**src/rtl/mem_dump_reader_if.sv**
```systemverilog
// Dump reader bus bundle: request, byte memory
// read port and 32-bit word stream.
interface mem_dump_reader_if #(
  parameter int ADDR_W = 10,
  parameter int CNT_W  = 8
);
  logic              start;
  logic [ADDR_W-1:0] base_addr;
  logic [CNT_W-1:0]  word_count;
  logic              mem_rd_en;
  logic [ADDR_W-1:0] mem_addr;
  logic [7:0]        mem_rdata;
  logic              word_valid;
  logic              word_ready;
  logic [31:0]       word_data;
  logic [ADDR_W-1:0] word_addr;
  logic              busy;
  logic              done;
  logic              err;

  modport slave (
    input  start,
    input  base_addr,
    input  word_count,
    output mem_rd_en,
    output mem_addr,
    input  mem_rdata,
    output word_valid,
    input  word_ready,
    output word_data,
    output word_addr,
    output busy,
    output done,
    output err
  );

  modport master (
    output start,
    output base_addr,
    output word_count,
    input  mem_rd_en,
    input  mem_addr,
    output mem_rdata,
    input  word_valid,
    output word_ready,
    input  word_data,
    input  word_addr,
    input  busy,
    input  done,
    input  err
  );
endinterface

```
**src/rtl/mem_dump_reader.sv**
```systemverilog
// Reads big-endian byte memory back as a stream
// of 32-bit words with their byte addresses.
module mem_dump_reader #(
  parameter int ADDR_W = 10,
  parameter int CNT_W  = 8
) (
  input logic           clk,
  input logic           rst,
  mem_dump_reader_if.slave bus
);
  typedef enum logic [2:0] {
    S_IDLE,
    S_RD,
    S_CAP,
    S_OUT,
    S_FIN
  } state_t;

  state_t            r_state;
  state_t            w_next;
  logic [ADDR_W-1:0] r_addr;
  logic [CNT_W-1:0]  r_rem;
  logic [1:0]        r_idx;
  logic [31:0]       r_data;
  logic              r_done;
  logic              r_err;

  logic w_accept;
  logic w_reject;
  logic w_rd_en;
  logic w_valid;
  logic w_busy;
  logic w_fin;
  logic w_hs;
  logic w_shift;
  logic w_misal;
  logic [ADDR_W-1:0] w_byte_off;

  assign w_misal = bus.base_addr[1:0] != 2'b00;
  assign w_byte_off = {{(ADDR_W-2){1'b0}}, r_idx};

  // State register
  always_ff @(posedge clk) begin
    if (rst) r_state <= S_IDLE;
    else     r_state <= w_next;
  end

  // Next state and per-state strobes
  always_comb begin
    w_next   = r_state;
    w_accept = 1'b0;
    w_reject = 1'b0;
    w_rd_en  = 1'b0;
    w_valid  = 1'b0;
    w_busy   = 1'b0;
    w_fin    = 1'b0;
    w_hs     = 1'b0;
    w_shift  = 1'b0;
    unique case (r_state)
      S_IDLE: begin
        if (bus.start) begin
          if (w_misal || bus.word_count == '0) begin
            w_reject = 1'b1;
          end else begin
            w_accept = 1'b1;
            w_next   = S_RD;
          end
        end
      end
      S_RD: begin
        w_rd_en = 1'b1;
        w_busy  = 1'b1;
        w_shift = r_idx != 2'd0;
        if (r_idx == 2'd3) w_next = S_CAP;
      end
      S_CAP: begin
        w_busy  = 1'b1;
        w_shift = 1'b1;
        w_next  = S_OUT;
      end
      S_OUT: begin
        w_busy  = 1'b1;
        w_valid = 1'b1;
        if (bus.word_ready) begin
          w_hs   = 1'b1;
          w_next = (r_rem == CNT_W'(1)) ? S_FIN : S_RD;
        end
      end
      S_FIN: begin
        w_fin  = 1'b1;
        w_next = S_IDLE;
      end
      default: w_next = S_IDLE;
    endcase
  end

  // Address, count, byte index and word assembly
  always_ff @(posedge clk) begin
    if (rst) begin
      r_addr <= '0;
      r_rem  <= '0;
      r_idx  <= 2'd0;
      r_data <= '0;
      r_done <= 1'b0;
      r_err  <= 1'b0;
    end else begin
      r_done <= w_reject;
      r_err  <= w_reject && w_misal;
      if (w_accept) begin
        r_addr <= bus.base_addr;
        r_rem  <= bus.word_count;
        r_idx  <= 2'd0;
      end
      if (w_rd_en) r_idx <= r_idx + 2'd1;
      if (w_shift) r_data <= {r_data[23:0], bus.mem_rdata};
      if (w_hs) begin
        r_addr <= r_addr + ADDR_W'(4);
        r_rem  <= r_rem - CNT_W'(1);
      end
    end
  end

  assign bus.mem_rd_en  = w_rd_en;
  assign bus.mem_addr   = w_rd_en ? r_addr + w_byte_off : '0;
  assign bus.word_valid = w_valid;
  assign bus.word_data  = w_valid ? r_data : '0;
  assign bus.word_addr  = w_valid ? r_addr : '0;
  assign bus.busy       = w_busy;
  assign bus.done       = r_done | w_fin;
  assign bus.err        = r_err;
endmodule
```
**src/flat_wrapper.sv**
```systemverilog
// flat-port wrapper written by rule: the top's interface ports become plain ports
module mem_dump_reader_flat 
#(
  parameter int ADDR_W = 10,
  parameter int CNT_W  = 8
)
  (clk, rst, bus_start, bus_base_addr, bus_word_count, bus_mem_rd_en, bus_mem_addr, bus_mem_rdata, bus_word_valid, bus_word_ready, bus_word_data, bus_word_addr, bus_busy, bus_done, bus_err);
  mem_dump_reader_if #(.ADDR_W(ADDR_W), .CNT_W(CNT_W)) bus_i ();
  input logic clk;
  input logic rst;
  input wire logic [$bits(bus_i.start)-1:0] bus_start;
  input wire logic [$bits(bus_i.base_addr)-1:0] bus_base_addr;
  input wire logic [$bits(bus_i.word_count)-1:0] bus_word_count;
  output wire logic [$bits(bus_i.mem_rd_en)-1:0] bus_mem_rd_en;
  output wire logic [$bits(bus_i.mem_addr)-1:0] bus_mem_addr;
  input wire logic [$bits(bus_i.mem_rdata)-1:0] bus_mem_rdata;
  output wire logic [$bits(bus_i.word_valid)-1:0] bus_word_valid;
  input wire logic [$bits(bus_i.word_ready)-1:0] bus_word_ready;
  output wire logic [$bits(bus_i.word_data)-1:0] bus_word_data;
  output wire logic [$bits(bus_i.word_addr)-1:0] bus_word_addr;
  output wire logic [$bits(bus_i.busy)-1:0] bus_busy;
  output wire logic [$bits(bus_i.done)-1:0] bus_done;
  output wire logic [$bits(bus_i.err)-1:0] bus_err;
  assign bus_i.start = bus_start;
  assign bus_i.base_addr = bus_base_addr;
  assign bus_i.word_count = bus_word_count;
  assign bus_mem_rd_en = bus_i.mem_rd_en;
  assign bus_mem_addr = bus_i.mem_addr;
  assign bus_i.mem_rdata = bus_mem_rdata;
  assign bus_word_valid = bus_i.word_valid;
  assign bus_i.word_ready = bus_word_ready;
  assign bus_word_data = bus_i.word_data;
  assign bus_word_addr = bus_i.word_addr;
  assign bus_busy = bus_i.busy;
  assign bus_done = bus_i.done;
  assign bus_err = bus_i.err;
  mem_dump_reader #(.ADDR_W(ADDR_W), .CNT_W(CNT_W)) u_core (.clk(clk), .rst(rst), .bus(bus_i));
endmodule
```
**config.mk**
```make
export PLATFORM = sky130hd
export DESIGN_NAME = mem_dump_reader_flat
export DESIGN_NICKNAME = d
export VERILOG_FILES = /design/src/rtl/mem_dump_reader_if.sv /design/src/rtl/mem_dump_reader.sv /design/src/flat_wrapper.sv
export SDC_FILE = /design/constraint.sdc
export NUM_CORES = 1
export LEC_CHECK = 0
export CORE_ASPECT_RATIO = 0.9
export CORE_MARGIN = 2
export CORE_UTILIZATION = 52
export CTS_CLUSTER_DIAMETER = 120
export CTS_CLUSTER_SIZE = 40
export DETAILED_ROUTE_END_ITERATION = 16
export GPL_ROUTABILITY_DRIVEN = 0
export PLACE_DENSITY = 0.85
export SYNTH_ARGS = -nofsm -noshare
export SYNTH_HDL_FRONTEND = slang
export SYNTH_SLANG_ARGS = --single-unit
```
**constraint.sdc**
```tcl
create_clock -name clk -period 2.8 [get_ports clk]
set_clock_uncertainty 0.1 [all_clocks]
set_input_delay 0.28 -clock clk [delete_from_list [all_inputs] [get_ports clk]]
set_output_delay 0.28 -clock clk [all_outputs]
set_load 0.02 [all_outputs]
```
; ---- Word-level counts from Yosys, hierarchy flattened
; Index checks and enable logic that the tools add are counted.
[op_classes]
n_addsub = 4
eq_ne = 10
n_mux = 28
bitwise = 1
reduce_logical = 10
[ops]
columns = op, count
row1 = $mux W10, 4
row2 = $mux W32, 1
row3 = $mux W8, 2
row4 = $mux W3, 5
row5 = $mux W1, 12
row6 = $pmux W3 S4, 1
row7 = $add A10 B2 Y10, 1
row8 = $add A10 B3 Y10 const B, 1
row9 = $eq A8 B1 Y1 const B, 1
row10 = $logic_not A8 Y1, 1
row11 = $reduce_bool A2 Y1, 4
row12 = $sub A8 B1 Y8 const B, 1
row13 = $eq A3 B2 Y1 const B, 2
row14 = $ne A2 B2 Y1 const B, 3
row15 = $mux W2, 2
row16 = $reduce_and A4 Y1, 1
row17 = $eq A3 B1 Y1 const B, 1
row18 = $eq A3 B3 Y1 const B, 1
row19 = $logic_not A3 Y1, 1
row20 = $reduce_or A3 Y1, 1
row21 = $add A2 B1 Y2 const B, 1
row22 = $eq A2 B2 Y1 const B, 1
row23 = $ne A2 B1 Y1 const B, 1
row24 = $pmux W1 S2, 1
row25 = 3 further kinds, 3
[totals]
register_bits = 57
in_bits = 30
out_inout_bits = 57
wordCells = 60

; ---- Longest topological paths before layout
; Gate-level depths: netlist of run 1.
[depth]
depth_word = 7
depth_mapped = 7

; ---- Worst setup path after synthesis of run 1
; No wires, ideal clock.
[synth_path]
path_type = register to register
start = reg u_core.r_idx[1]
end = reg u_core.r_data[10]
arrival_ns = 1.669
required_time_ns = 2.572
setup_slack_ns = 0.903
stages_incl_launch_ff = 8
n_path_buf = 1
path_cell_list = dfxtp_1 -> inv_1 -> ha_1 -> or3b_1 -> a21oi_2 -> buf_4 -> mux2i_1 -> nor2_1
[synth_via]
elab_chain_cells = 2
[synth_lines]
columns = item, line
row1 = "start, declared", mem_dump_reader.sv:23  ; logic [1:0] r_idx;
row2 = "start signal, assigned", mem_dump_reader.sv:114  ; if (w_rd_en) r_idx <= r_idx + 2'd1;
row3 = $reduce_bool A2 Y1, mem_dump_reader.sv:73  ; w_shift = r_idx != 2'd0;
row4 = $pmux W1 S2, mem_dump_reader.sv:59  ; unique case (r_state)
row5 = "end signal, assigned", mem_dump_reader.sv:115  ; if (w_shift) r_data <= {r_data[23:0], bus.mem_rdata};
row6 = "end, declared", mem_dump_reader.sv:24  ; logic [31:0] r_data;
; Every way passes these cells.
; A chain may end at the register's enable or synchronous reset.

; ---- Worst setup path after layout of run 1
[layout_path]
start = reg u_core.r_idx[1]
end = out bus_mem_addr[5]
[layout_via]
elab_chain_cells = 2
[layout_lines]
columns = item, line
row1 = $add A10 B2 Y10, mem_dump_reader.sv:124  ; assign bus.mem_addr = w_rd_en ? r_addr + w_byte_off : '0;
row2 = $mux W10, mem_dump_reader.sv:124
row3 = "end, declared", flat_wrapper.sv:15  ; output wire logic [$bits(bus_i.mem_addr)-1:0] bus_mem_addr;
; Every way passes these cells.

==> results of run 1 <==
==> registers in the layout, indices dropped and copies added, names as in the netlist <==
register        flops
u_core.r_data      32
u_core.r_rem        8
u_core.r_idx        2
u_core.r_state      3
u_core.r_addr      10
u_core.r_done       1
u_core.bus.err      1
==> layer usage <==
metal	up-vias	part of all wire (%)	track usage (%)
met3	15	5.4	3.723
met2	89	48	39.06
met5	-	0	0
met4	0	2.0	10.16
li1	1406	-	-
met1	1358	45	32.10
==> placed cells by master, fill, tap and decap left out, types with 10 or more instances in the layout <==
master	count
clkdlybuf4s50_1	84
nor2_1	55
dfxtp_1	53
and2_1	42
mux2i_1	32
a21oi_1	14
o211ai_1	13
nor3_1	12
nand2_1	10
clkbuf_8	10
==> path summary, 6_finish.rpt <==
check | startpoint | to
setup / recovery | u_core.r_idx[1]$_SDFFE_PP0P_ | bus_mem_addr[5]
setup reg to reg | u_core.r_state[2]$_SDFFE_PP0P_ | u_core.r_rem[0]$_SDFFE_PP0P_
hold / removal | rst | u_core.r_addr[2]$_SDFFE_PP0P_
hold reg to reg | u_core.r_data[27]$_SDFFE_PP0P_ | u_core.r_data[27]$_SDFFE_PP0P_
==> report_power, final <==
part / switching [mW] / leakage (nW) / internal (mW) / total, mW
Clock: 0.305 / 0.0978 / 0.420 / 0.725
Combinational: 0.0796 / 0.923 / 0.0795 / 0.159
Sequential: 0.0199 / 0.463 / 0.825 / 0.845
Total: 0.405 / 1.48 / 1.32 / 1.73
==> per-stage QoR <==
| stage | setup WS (ps) | utilization [%] | instance area (sq um) |
|---|---|---|---|
| 6_report | 158.9 | 73.12 | 4187 |
| 5_1_grt | 26.19 | 73.12 | 4187 |
| 4_1_cts | 77.92 | 72.84 | 4170 |
| 3_5_place_dp | 433.5 | 69.65 | 3988 |
| 3_3_place_gp | 453.4 | 69.65 | 3988 |
| 2_1_floorplan | 903.2 | - | 3108 |
==> final cells by class <==
type,count,area [sq um],area share [%]
Clock buffer,10,137.6,3.288
Clock inverter,4,45.04,1.076
Inverter,6,22.52,0.5380
Multi-Input combinational cell,267,1824,43.57
Sequential cell,57,1146,27.38
Tap cell,70,87.58,2.092
Timing Repair Buffer,93,923.4,22.06
==> what timing repair did <==
item                                    in CTS  in global routing
gates resized for setup                      0                  7
endpoints found under the setup margin       0                 20
hold buffers                                 0                  0
==> logic make-up after synthesis <==
| family | after synthesis |
|---|---|
| mux | 32 |
| flops | 57 |
| xor+xnor | 9 |
| compound gates | 56 |
| buf+inv | 33 |
| fa+ha+maj | 8 |
| simple gates | 162 |
==> worst max-delay path: cells and delay by family (launching register included) <==
kind	cells	cell delay (ps)
buffers and inverters	1	630
DFF	1	380
and+or+nand+nor	1	360
adders and majority gates	1	320
AOI/OAI and AO/OA	2	250
==> Yosys cell counts, types with 2 or more instances <==
| library cell | number | area (sq um) |
|---|---|---|
| nor2_1 | 55 | 206.5 |
| nor3b_1 | 3 | 22.52 |
| buf_2 | 4 | 20.02 |
| a31oi_1 | 9 | 56.30 |
| xnor2_1 | 6 | 52.55 |
| xor2_1 | 3 | 26.28 |
| dfxtp_1 | 57 | 1141 |
| nor3_1 | 12 | 60.06 |
| a2111oi_2 | 2 | 30.03 |
| nor3b_2 | 2 | 25.02 |
| buf_4 | 4 | 30.03 |
| and2_1 | 42 | 262.8 |
| a211oi_1 | 2 | 15.01 |
| mux2i_1 | 32 | 320.3 |
| nand3_1 | 7 | 35.03 |
| nand4_1 | 4 | 25.02 |
| or4_1 | 2 | 15.01 |
| nand2_1 | 10 | 37.54 |
| clkbuf_1 | 16 | 60.06 |
| or3_1 | 3 | 18.77 |
| o211ai_1 | 13 | 97.59 |
| nand4b_1 | 2 | 17.52 |
| and3_1 | 3 | 18.77 |
| buf_6 | 2 | 22.52 |
| nor4_1 | 4 | 25.02 |
| inv_1 | 6 | 22.52 |
| nand2b_1 | 3 | 18.77 |
| ha_1 | 7 | 87.58 |
| o21ai_0 | 4 | 20.02 |
| a21oi_1 | 15 | 75.07 |
==> out/results.tsv, run 1 <==
stage	metric	value	unit
clocking	clkTransAtPathRegs	60	ps
synth	syn_inst	357	
status	status	finished, final reports clean	
hold_path	hold_class	in -> reg	
critical_path	crit_type	reg -> out	
timing	final-hold-violation-count	0	
clocking	postCtsSetupBuffers	0	
timing	tns	0	ps
floorplanning	die_x	85.49	um
clocking	cts-root-buf	clkbuf_8	
power	ir_worst_vdd	0.3027	mV
detailed_routing	drt_iter0_drc	206	
synth	avgSynthCellArea	8.706	sq um
finish	nets	472	
synth	synth_cell_types	53	
timing	layout_min_cycle_time	2641	ps
clocking	clockBufferDepth	2	
critical_path	worstPathMaxFanout	5	
synth	yosysWarnings	0	
floorplanning	die-area	6612	sq um
global_routing	grt_pass1_vias	2744	
critical_path	critPathArrivalTime	2260	ps
floorplanning	die_h	77.35	um
critical_path	cp_cell_sequence	ha_1, a21oi_2, or3_1, a21oi_1, clkdlybuf4s50_1	
clocking	ctsHtreeMaxLevel	3	
floorplanning	initial_utilization	54.28	%
synth	synth_seq_area_share	36.71	%
finish	instances_no_fill	507	
clocking	cts_sinks	57	
clocking	insertion_delay	330	ps
timing	setup_violations	0	
synth	async_flop_share	0	%
timing	fin_crit_sh	94.32	%
synth	synth_compound_area_share	13.12	%
timing	maxSlewViolCount	0	
place	io_buffers	86	
synth	syn_nets	395	
detailed_routing	routedWlPerCell	15.45	um
detailed_routing	avgViaCountPerCell	5.657	
detailed_routing	drc	0	
floorplanning	core_area	5725	sq um
synth	muxShareOfSynthArea	10.31	%
detailed_routing	vias	2868	
place	placed_cells	493	
critical_path	r2r_slack	710	ps
power	p_per_area	413.1	nW/um^2
global_routing	grt_pass1_wl	12.92	mm
finish	drive_gt1_share	9.153	%
synth	synth_top_family_by_area	simple AND/OR/NAND/NOR gates	
timing	hold_slack	347.2	ps
synth	ys.flop_type	dfxtp_1	
finish	filler_cell_count	446	
synth	synth_area	3108	sq um
critical_path	cp-start-kind	flip-flop	
synth	synthAdderAreaFrac	3.462	%
timing	tightest_slew	693.3	ps
timing	max_freq	378.6	MHz
global_routing	grt-ovfl-total	0	
clocking	cts_tree	built	
timing	rsz0062_at_grt	no	
global_routing	track_usage	24.15	%
critical_path	crit_path_max_incr_delay	630	ps
synth	synth-seq-cells	57	
finish	antennaDiodeCount	0	
detailed_routing	first_pass_iters	4	
power	p_leak	1.484	nW
detailed_routing	drtAntennaViolNets	0	
critical_path	cp_slowest_cell	clkdlybuf4s50_1	
floorplanning	rows	26	
critical_path	required	2420	ps
hold_path	holdPathStages	2	
place	place_hpwl	5.477	mm
timing	relSlewSlack	53.35	%
detailed_routing	routed_wl	7.834	mm
global_routing	grt_max_degree	44	
critical_path	rr_worst_depth	5	
critical_path	end_kind	output pin	
floorplanning	ioPinCount	87	
global_routing	antenna_found_initial	0	
synth	synthSimpleGateAreaFrac	28.74	%
flow_run	drv_cap	0	
synth	synth_xor_area_share	2.536	%
synth	synth_edf_count	0	
power	power	1.729	mW
finish	area_delta_synth_final	34.70	%
clocking	cts_buffers	9	
(Power assumes the default switching activity.)
==> run 2, diff against run 1 <==
--- a/config.mk
+++ b/config.mk
@@ -8,6 +8,7 @@
 export CORE_ASPECT_RATIO = 0.9
 export CORE_MARGIN = 2
 export CORE_UTILIZATION = 52
+export CTS_BUF_LIST = sky130_fd_sc_hd__clkbuf_16
 export CTS_CLUSTER_DIAMETER = 120
 export CTS_CLUSTER_SIZE = 40
 export DETAILED_ROUTE_END_ITERATION = 16
==> run 2 against run 1 <==
Compared with the run above:
- clock power rose by 39%
- final cell count did not move
- first-iteration DRC count fell by 11%
- worst setup slack barely moved
- core utilization rose by 1.6 points
- routed wire length rose by 0.65%
- count of clock-buffer cells in the layout fell by 1
- largest power group is now the clock network
==> out/results.tsv, run 2 (synthesized netlist as in run 1, its figures left out) <==
stage	metric	value	unit	change
critical_path	end_kind	output pin		
detailed_routing	avgViaCountPerCell	5.722		+1.2%
floorplanning	rows	26		unchanged
clocking	cts_sinks	57		unchanged
hold_path	hold_class	in -> reg		
critical_path	required	2420	ps	about the same
finish	nets	472		unchanged
global_routing	antenna_found_initial	0		unchanged
place	place_hpwl	5.477	mm	unchanged
clocking	ctsHtreeMaxLevel	3		unchanged
timing	max_freq	378.6	MHz	about the same
floorplanning	initial_utilization	54.28	%	unchanged
clocking	cts_buffers	9		unchanged
finish	largest_reg_flops	32		unchanged
critical_path	critPathArrivalTime	2260	ps	about the same
floorplanning	die_h	77.35	um	unchanged
power	comb_power_share	7.8	%	-1.4 points
detailed_routing	routed_wl	7.885	mm	+0.65%
clocking	insertion_delay	320	ps	about the same
finish	antennaDiodeCount	0		unchanged
timing	maxSlewViolCount	0		unchanged
power	p_clk_share	50.1	%	+8.2 points
critical_path	worstPathMaxFanout	4		-1
detailed_routing	vias	2901		+1.2%
power	ir_worst_vdd	0.3749	mV	+24%
critical_path	crit_type	reg -> out		
place	io_buffers	86		unchanged
timing	relSlewSlack	57.46	%	+4.1 points
global_routing	grt_pass1_vias	2808		+2.3%
power	p_sw_share	21.85	%	-1.6 points
status	status	finished, final reports clean		
power	p_per_area	471.0	nW/um^2	+14%
clocking	ctsHoldBuffers	0		unchanged
hold_path	min_from	rst		
flow_run	drv_cap	0		unchanged
global_routing	grt-ovfl-total	0		unchanged
clocking	clkTransAtPathRegs	50	ps	about the same
global_routing	grt_pass1_wl	13.08	mm	+1.2%
critical_path	cp-start-kind	flip-flop		
power	internal_power	1.574	mW	+19%
finish	layout_commonest_cell	clkdlybuf4s50_1		
critical_path	r2r_start	u_core.r_state[2]$_SDFFE_PP0P_		
finish	drive_gt1_share	8.924	%	-0.23 points
power	power	2.014	mW	+16%
power	netSwitchingPower	439.9	uW	+8.6%
finish	utilization	74.67	%	+1.6 points
finish	reg_top3	u_core.r_data x32, u_core.r_addr x10, u_core.r_rem x8		
clocking	clockBufferDepth	2		unchanged
place	placed_cells	493		unchanged
finish	layout_common_cells	85 x clkdlybuf4s50_1, 55 x nor2_1, 53 x dfxtp_1, 42 x and2_1, 32 x mux2i_1		
finish	filler_cell_count	417		-6.5%
timing	setup_violations	0		unchanged
floorplanning	die_x	85.49	um	unchanged
clocking	cts-root-buf	clkbuf_16		
finish	area_delta_synth_final	37.56	%	
timing	rsz0062_at_grt	no		
detailed_routing	first_pass_iters	4		unchanged
timing	tightest_slew	632.3	ps	-61.00 ps
timing	final-hold-violation-count	0		unchanged
clocking	cts_tree	built		
timing	hold_slack	366.1	ps	+18.89 ps
clocking	postCtsSetupBuffers	0		unchanged
detailed_routing	drt_iter0_drc	183		-11%
floorplanning	die-area	6612	sq um	unchanged
finish	regMostFlops	u_core.r_data		
timing	layout_min_cycle_time	2641	ps	+0.2790 ps
detailed_routing	drtAntennaViolNets	0		unchanged
detailed_routing	drc	0		unchanged
floorplanning	ioPinCount	87		unchanged
global_routing	grt_max_degree	44		unchanged
detailed_routing	routedWlPerCell	15.55	um	+0.65%
timing	tns	0	ps	unchanged
timing	fin_crit_sh	94.33	%	about the same
floorplanning	core_area	5725	sq um	unchanged
finish	instances_no_fill	507		unchanged
power	p_seq_share	42.0	%	-6.9 points
global_routing	track_usage	24.54	%	+0.39 points
clocking	cts_resized	0		unchanged
power	p_leak	1.506	nW	+1.5%
critical_path	crit_start	u_core.r_idx[0]$_SDFFE_PP0P_		
[run 2: area by class of cell]
class	instances	area [sq um]	share of cell area [%]
Clock buffer	9	225.2	5.268
Clock inverter	5	48.80	1.141
Inverter	6	22.52	0.5268
Multi-Input combinational cell	267	1824	42.67
Sequential cell	57	1146	26.81
Tap cell	70	87.58	2.049
Timing Repair Buffer	93	920.9	21.54
[run 2: power by group through the flow]
stage	logic, mW	clock network [mW]	registers [mW]
floorplan	0.0918	0	0.854
global placement	0.153	0	0.860
detailed placement	0.157	0	0.861
CTS	0.157	1.03	0.845
global route	0.171	1.06	0.847
finish	0.158	1.01	0.847
[run 2: worst max-delay path, stage by stage, from the launching register on]
cell and delay, ps:
dfxtp_1 340, ha_1 250, fa_1 450, nand4_1 140, xor2_1 70, nor2_1 80
clkdlybuf4s50_1 610
[run 2: stage by stage]
| stage | instance area (sq um) | worst slack (ps) |
|---|---|---|
| finish | 4275 | 158.6 |
| global route | 4275 | 12.88 |
| CTS | 4262 | 83.27 |
| detailed placement | 3988 | 433.5 |
| global placement | 3988 | 453.4 |
| floorplan | 3108 | 903.2 |
[run 2: worst paths after layout]
path                                     to  slack, ps  depth (start not counted)
max                         bus_mem_addr[8]        160                          6
min           u_core.r_addr[2]$_SDFFE_PP0P_        370                          2
max reg2reg    u_core.r_rem[5]$_SDFFE_PP0P_        690                          5
min reg2reg  u_core.r_data[27]$_SDFFE_PP0P_        380                          2
[run 2: routing by layer]
| layer | track usage (%) | up-vias | routed length, um |
|---|---|---|---|
| li1 | - | 1405 | - |
| met1 | 32.26 | 1399 | 3605 |
| met2 | 39.38 | 81 | 3767 |
| met3 | 4.149 | 16 | 347 |
| met4 | 11.27 | 0 | 163 |
| met5 | 0 | - | 0 |
